File: src/rtl/regfile_scoreboard.sv
// Integer register file with per-register in-flight write scoreboard.
// Define REGFILE_BYPASS_EN to forward the same-cycle write-back to the reads.
module regfile_scoreboard #(
  parameter int REG_NUM = 32,
  parameter int ADDR_W  = 5,
  parameter int DATA_W  = 32,
  parameter int CNT_W   = 2
) (
  input  logic              clk,
  input  logic              rst,
  input  logic              rdy,
  input  logic [ADDR_W-1:0] wb_wd,
  input  logic              wb_wreg,
  input  logic [DATA_W-1:0] wb_wdata,
  input  logic              re1,
  input  logic [ADDR_W-1:0] raddr1,
  output logic [DATA_W-1:0] rdata1,
  input  logic              re2,
  input  logic [ADDR_W-1:0] raddr2,
  output logic [DATA_W-1:0] rdata2,
  input  logic              issue_valid,
  input  logic [ADDR_W-1:0] issue_wd,
  input  logic              issue_wreg,
  output logic              stallreq_reg
);

  localparam logic [CNT_W-1:0] CNT_MAX = '1;
  localparam logic [CNT_W-1:0] CNT_ONE = CNT_W'(1);

  logic [DATA_W-1:0] regs [REG_NUM];
  logic [CNT_W-1:0]  cnt  [REG_NUM];

  logic               hit1, hit2;
  logic               busy1, busy2;
  logic               issue_ok;
  logic [REG_NUM-1:0] inc, dec;

`ifdef REGFILE_BYPASS_EN
  assign hit1 = wb_wreg && (wb_wd == raddr1) && (raddr1 != '0);
  assign hit2 = wb_wreg && (wb_wd == raddr2) && (raddr2 != '0);
`else
  assign hit1 = 1'b0;
  assign hit2 = 1'b0;
`endif

  always_comb begin
    rdata1 = '0;
    if (rst && re1 && raddr1 != '0)
      rdata1 = hit1 ? wb_wdata : regs[raddr1];
  end

  always_comb begin
    rdata2 = '0;
    if (rst && re2 && raddr2 != '0)
      rdata2 = hit2 ? wb_wdata : regs[raddr2];
  end

  // A lone pending write completing this cycle is satisfied by the bypass
  assign busy1 = re1 && (raddr1 != '0) && (cnt[raddr1] != '0)
               && !(hit1 && cnt[raddr1] == CNT_ONE);
  assign busy2 = re2 && (raddr2 != '0) && (cnt[raddr2] != '0)
               && !(hit2 && cnt[raddr2] == CNT_ONE);

  assign stallreq_reg = rst && (busy1 || busy2);

  assign issue_ok = issue_valid && issue_wreg
                  && (issue_wd != '0) && !stallreq_reg;

  always_comb begin
    inc = '0;
    dec = '0;
    for (int r = 0; r < REG_NUM; r++) begin
      inc[r] = issue_ok && (issue_wd == ADDR_W'(r));
      dec[r] = wb_wreg && (wb_wd == ADDR_W'(r)) && (r != 0);
    end
  end

  always_ff @(posedge clk) begin
    if (!rst) begin
      for (int r = 0; r < REG_NUM; r++) begin
        regs[r] <= '0;
        cnt[r]  <= '0;
      end
    end else if (rdy) begin
      if (wb_wreg && wb_wd != '0)
        regs[wb_wd] <= wb_wdata;
      // Out-of-range updates saturate instead of wrapping
      for (int r = 0; r < REG_NUM; r++) begin
        if (inc[r] && !dec[r]) begin
          if (cnt[r] != CNT_MAX)
            cnt[r] <= cnt[r] + CNT_ONE;
        end else if (dec[r] && !inc[r]) begin
          if (cnt[r] != '0)
            cnt[r] <= cnt[r] - CNT_ONE;
        end
      end
    end
  end

  always_ff @(posedge clk) begin
    if (rst && rdy) begin
      for (int r = 0; r < REG_NUM; r++) begin
        assert (!(inc[r] && !dec[r] && cnt[r] == CNT_MAX))
          else $error("regfile_scoreboard: counter overflow on x%0d", r);
        assert (!(dec[r] && !inc[r] && cnt[r] == '0))
          else $error("regfile_scoreboard: counter underflow on x%0d", r);
      end
    end
  end

endmodule
File: config.mk
export PLATFORM = sky130hd
export DESIGN_NAME = regfile_scoreboard
export DESIGN_NICKNAME = d
export VERILOG_FILES = /design/src/rtl/regfile_scoreboard.sv
export SDC_FILE = /design/constraint.sdc
export NUM_CORES = 2
export LEC_CHECK = 0
export CAP_MARGIN = 30
export CELL_PAD_IN_SITES_DETAIL_PLACEMENT = 0
export CELL_PAD_IN_SITES_GLOBAL_PLACEMENT = 1
export CORE_MARGIN = 2
export CORE_UTILIZATION = 35
export CTS_BUF_LIST = sky130_fd_sc_hd__clkbuf_4 sky130_fd_sc_hd__clkbuf_8
export CTS_CLUSTER_SIZE = 14
export DETAILED_ROUTE_END_ITERATION = 10
export PLACE_DENSITY = 0.61
export SLEW_MARGIN = 0
export SYNTH_ARGS = -nofsm -noshare
export SYNTH_HDL_FRONTEND = slang
export SYNTH_SLANG_ARGS = --single-unit
File: constraint.sdc
create_clock -name clk -period 7.2 [get_ports clk]
set_input_delay 1.08 -clock clk [delete_from_list [all_inputs] [get_ports clk]]
set_output_delay 1.08 -clock clk [all_outputs]
set_load 0.005 [all_outputs]
==> impl_metrics.env <==
export IMPL_outcome="completed"
export IMPL_post_route_util=0.4014
export IMPL_cp_start_kind="input pin"
export IMPL_cts_sinks=1088
export IMPL_r2r_start="cnt[15][0]"
export IMPL_final_setup_viol_count=0
export IMPL_fin_skew_ns=0.01664
export IMPL_die_y_um=419.0
export IMPL_antenna_found_initial=20
export IMPL_r2r_end="cnt[2][0]"
export IMPL_worst_slew_pin_transition_ns=1.082
export IMPL_ys_types=56
export IMPL_irDropWorstVdd_v=0.0001948
export IMPL_io_buffers=124
export IMPL_synth_most_common_cell="edfxtp_1"
export IMPL_viasPerCell=6.039
export IMPL_clk_path_buf_depth=3
export IMPL_reg2reg_depth=9
export IMPL_syn_to_final_growth_pct=14.10
export IMPL_syn_area_um2=60280
export IMPL_cp_buffers_inverters=3
export IMPL_max_freq_mhz=172.4
export IMPL_busiest_layer="met2"
export IMPL_path_class="in -> out"
export IMPL_htreeDepth=4
export IMPL_netlist_instances=4362
export IMPL_place_congestion=0.8138
export IMPL_ys_async_sr_fraction=0
export IMPL_cts_hold_buf=0
export IMPL_power_leakage_nw=24.27
export IMPL_grt_max_degree=83
export IMPL_grt_pass1_wl_mm=326.6
export IMPL_reg2reg_setup_slack_ns=3.37
export IMPL_insertion_delay_ns=0.97
export IMPL_cpPeakStageDelay_ns=0.89
export IMPL_numCtsBuffers=193
export IMPL_drv_slew=0
export IMPL_rows=152
export IMPL_groute_layer_met3_usage=0.04179
export IMPL_ctsRootBufferMaster="clkbuf_8"
export IMPL_synth_main_ff_cell="edfxtp_1"
export IMPL_crit_required_ns=6.12
export IMPL_fp_dieW_um=419.0
export IMPL_min_path_type="in -> reg"
export IMPL_post_synth_cell_area_avg_um2=13.82
export IMPL_hold_viol_final=0
export IMPL_ant_nets=0
export IMPL_hold_end="cnt[12][1]"
export IMPL_yosys_warnings=0
export IMPL_use_met2=0.4216
export IMPL_firstDrtPassIters=5
export IMPL_drtIter0Drc=5054
export IMPL_crit_fanout=57
export IMPL_hold_ws_ns=0.5388
export IMPL_drc=0
export IMPL_cts_resized=0
export IMPL_critical_path_slowest_cell="nor2_4"
export IMPL_grt_pass1_vias=41410
export IMPL_vias=41510
export IMPL_core_area_um2=171400
export IMPL_relSlewSlack=0.2767
export IMPL_arrival_ns=4.72
export IMPL_synth_common_cells="1088 x edfxtp_1, 713 x and2_1, 459 x mux4_2"
export IMPL_clkTransAtPathRegs_ns=0.06
export IMPL_die_area_um2=175600
export IMPL_grtUsageMet1=0.3568
export IMPL_wl_per_cell_um=33.85
export IMPL_dpl_hpwl_mm=137.3
export IMPL_synth_area_leaders="edfxtp_1 54%, mux4_2 17%, and2_1 7.4%"
export IMPL_cap_violations=0
export IMPL_crit_chain="clkbuf_8 -> nor2_4 -> buf_12 -> a221oi_1 -> a22oi_1 -> o21ai_0 -> o21ai_0 -> nor2_1 -> clkdlybuf4s50_1"
export IMPL_start_util=0.3518
export IMPL_cpMostUsedCell="o21ai_0"
export IMPL_synth_top_area_frac=0.5420
export IMPL_power_density_nw_per_um2=221.7
export IMPL_drt_wl_total_mm=232.7
export IMPL_synth_edf_count=1088
export IMPL_critPathTopFamily="compound AO/OA/AOI/OAI gates"
export IMPL_min_from="rst"
export IMPL_ios=125
export IMPL_ys_seq_area_frac=0.5420
export IMPL_cts_tree="yes"
export IMPL_post_cts_buffers=0
export IMPL_rsz0062_at_grt="no"
export IMPL_post_route_min_period_ns=5.800
export IMPL_layout_drive_gt1_share=0.2196
export IMPL_end_kind="output port"
export IMPL_hold_path_depth=2
export IMPL_fin_tns_setup_ns=0
export IMPL_track_usage=0.2642
export IMPL_nNetsFinal=4470
export IMPL_fin_crit_sh=0.8056
export IMPL_synth_largest_area_cell="edfxtp_1"
export IMPL_grt_overflow_total=0
export IMPL_ys_seq_elements=1088
placed cells by master (no fill, tap or decap), types with 13 or more instances in the layout:
cell type,instances
edfxtp_1,1088
and2_1,711
mux4_2,459
mux2i_1,297
and3_1,293
nor2_1,212
clkbuf_8,196
a221oi_1,134
buf_4,125
clkdlybuf4s50_1,114
o21ai_0,103
o211ai_1,67
a22oi_1,65
clkbuf_4,59
nand2_1,52
nand3_1,49
clkinv_1,49
nor3_1,40
a21oi_1,38
conb_1,34
o21ai_4,26
buf_12,26
nor2_4,25
clkinv_2,19
or3_1,17
xor2_1,16
diode_2,15
nor2b_1,15
o311ai_0,15
a31oi_1,15
inv_1,14
nand4_1,14
nand2b_1,13
per-layer routing:
metal,vias up,share of wire
met5,-,0
met4,0,0.044
met3,403,0.074
met2,2073,0.47
met1,21850,0.41
li1,17190,-
kinds of logic after synthesis:
group,after synthesis,share of synthesized area
and+or+nand+nor,1486,0.1411
DFF,1088,0.5420
muxes,756,0.2208
AOI/OAI and AO/OA,515,0.06105
buffers and inverters,490,0.03107
xor gates and xnor gates,24,0.003487
adders and majority gates,2,0.0004151
other,1,0.00006221
metrics by stage:
| stage | std cells | cell area (um2) | setup WS [ns] | total power, mW |
|---|---|---|---|---|
| 6_report | 6874 | 68780 | 1.400 | 15.25 |
| 3_3_place_gp | 6492 | 64500 | 1.418 | 9.646 |
| 2_1_floorplan | 4395 | 60400 | 2.400 | 8.784 |
| 5_1_grt | 6866 | 68760 | 1.496 | 15.70 |
| 3_5_place_dp | 6518 | 65040 | 1.531 | 9.692 |
| 4_1_cts | 6854 | 68630 | 1.564 | 15.31 |
worst max path at each step:
stage	from	endpoint	cells past startpoint
after detailed placement	raddr1[1]	rdata1[11]	9
final	raddr1[1]	rdata1[22]	9
after global routing	raddr1[1]	rdata1[30]	9
after floorplan	rst	regs[4][0]	5
after CTS	raddr1[1]	rdata1[11]	9
after global placement	raddr1[1]	rdata1[8]	9
power by group:
part | leakage [nW] | total, mW | switching, mW | internal [mW]
sequential | 10.4 | 7.50 | 0.183 | 7.31
clock | 1.91 | 5.66 | 2.77 | 2.89
combinational | 12.0 | 2.09 | 1.26 | 0.830
sequential cells by signal (all words and copies together) (netlist names):
register	flops
regs	1024
cnt	64
worst reg2reg max path, cell delays in order, from the launching register on:
cell	delay, ns
edfxtp_1	0.44
nor2_1	0.29
a21oi_1	0.11
mux4_2	0.51
a22o_1	0.36
nor4_4	0.44
inv_2	0.07
buf_4	0.33
or3_1	0.64
o211ai_1	0.32
final cells by class:
class / count / area, um2
diodes: 15 / 37.54
clock buffers: 253 / 3119
flip-flops and latches: 1088 / 32670
inverters: 18 / 76.32
repair buffers: 290 / 3119
well taps: 2310 / 2890
multi-input cells: 2817 / 26390
clock inverters: 83 / 475.5
fillers: 15800 / 102600
Power figures use the tool's default switching activity.
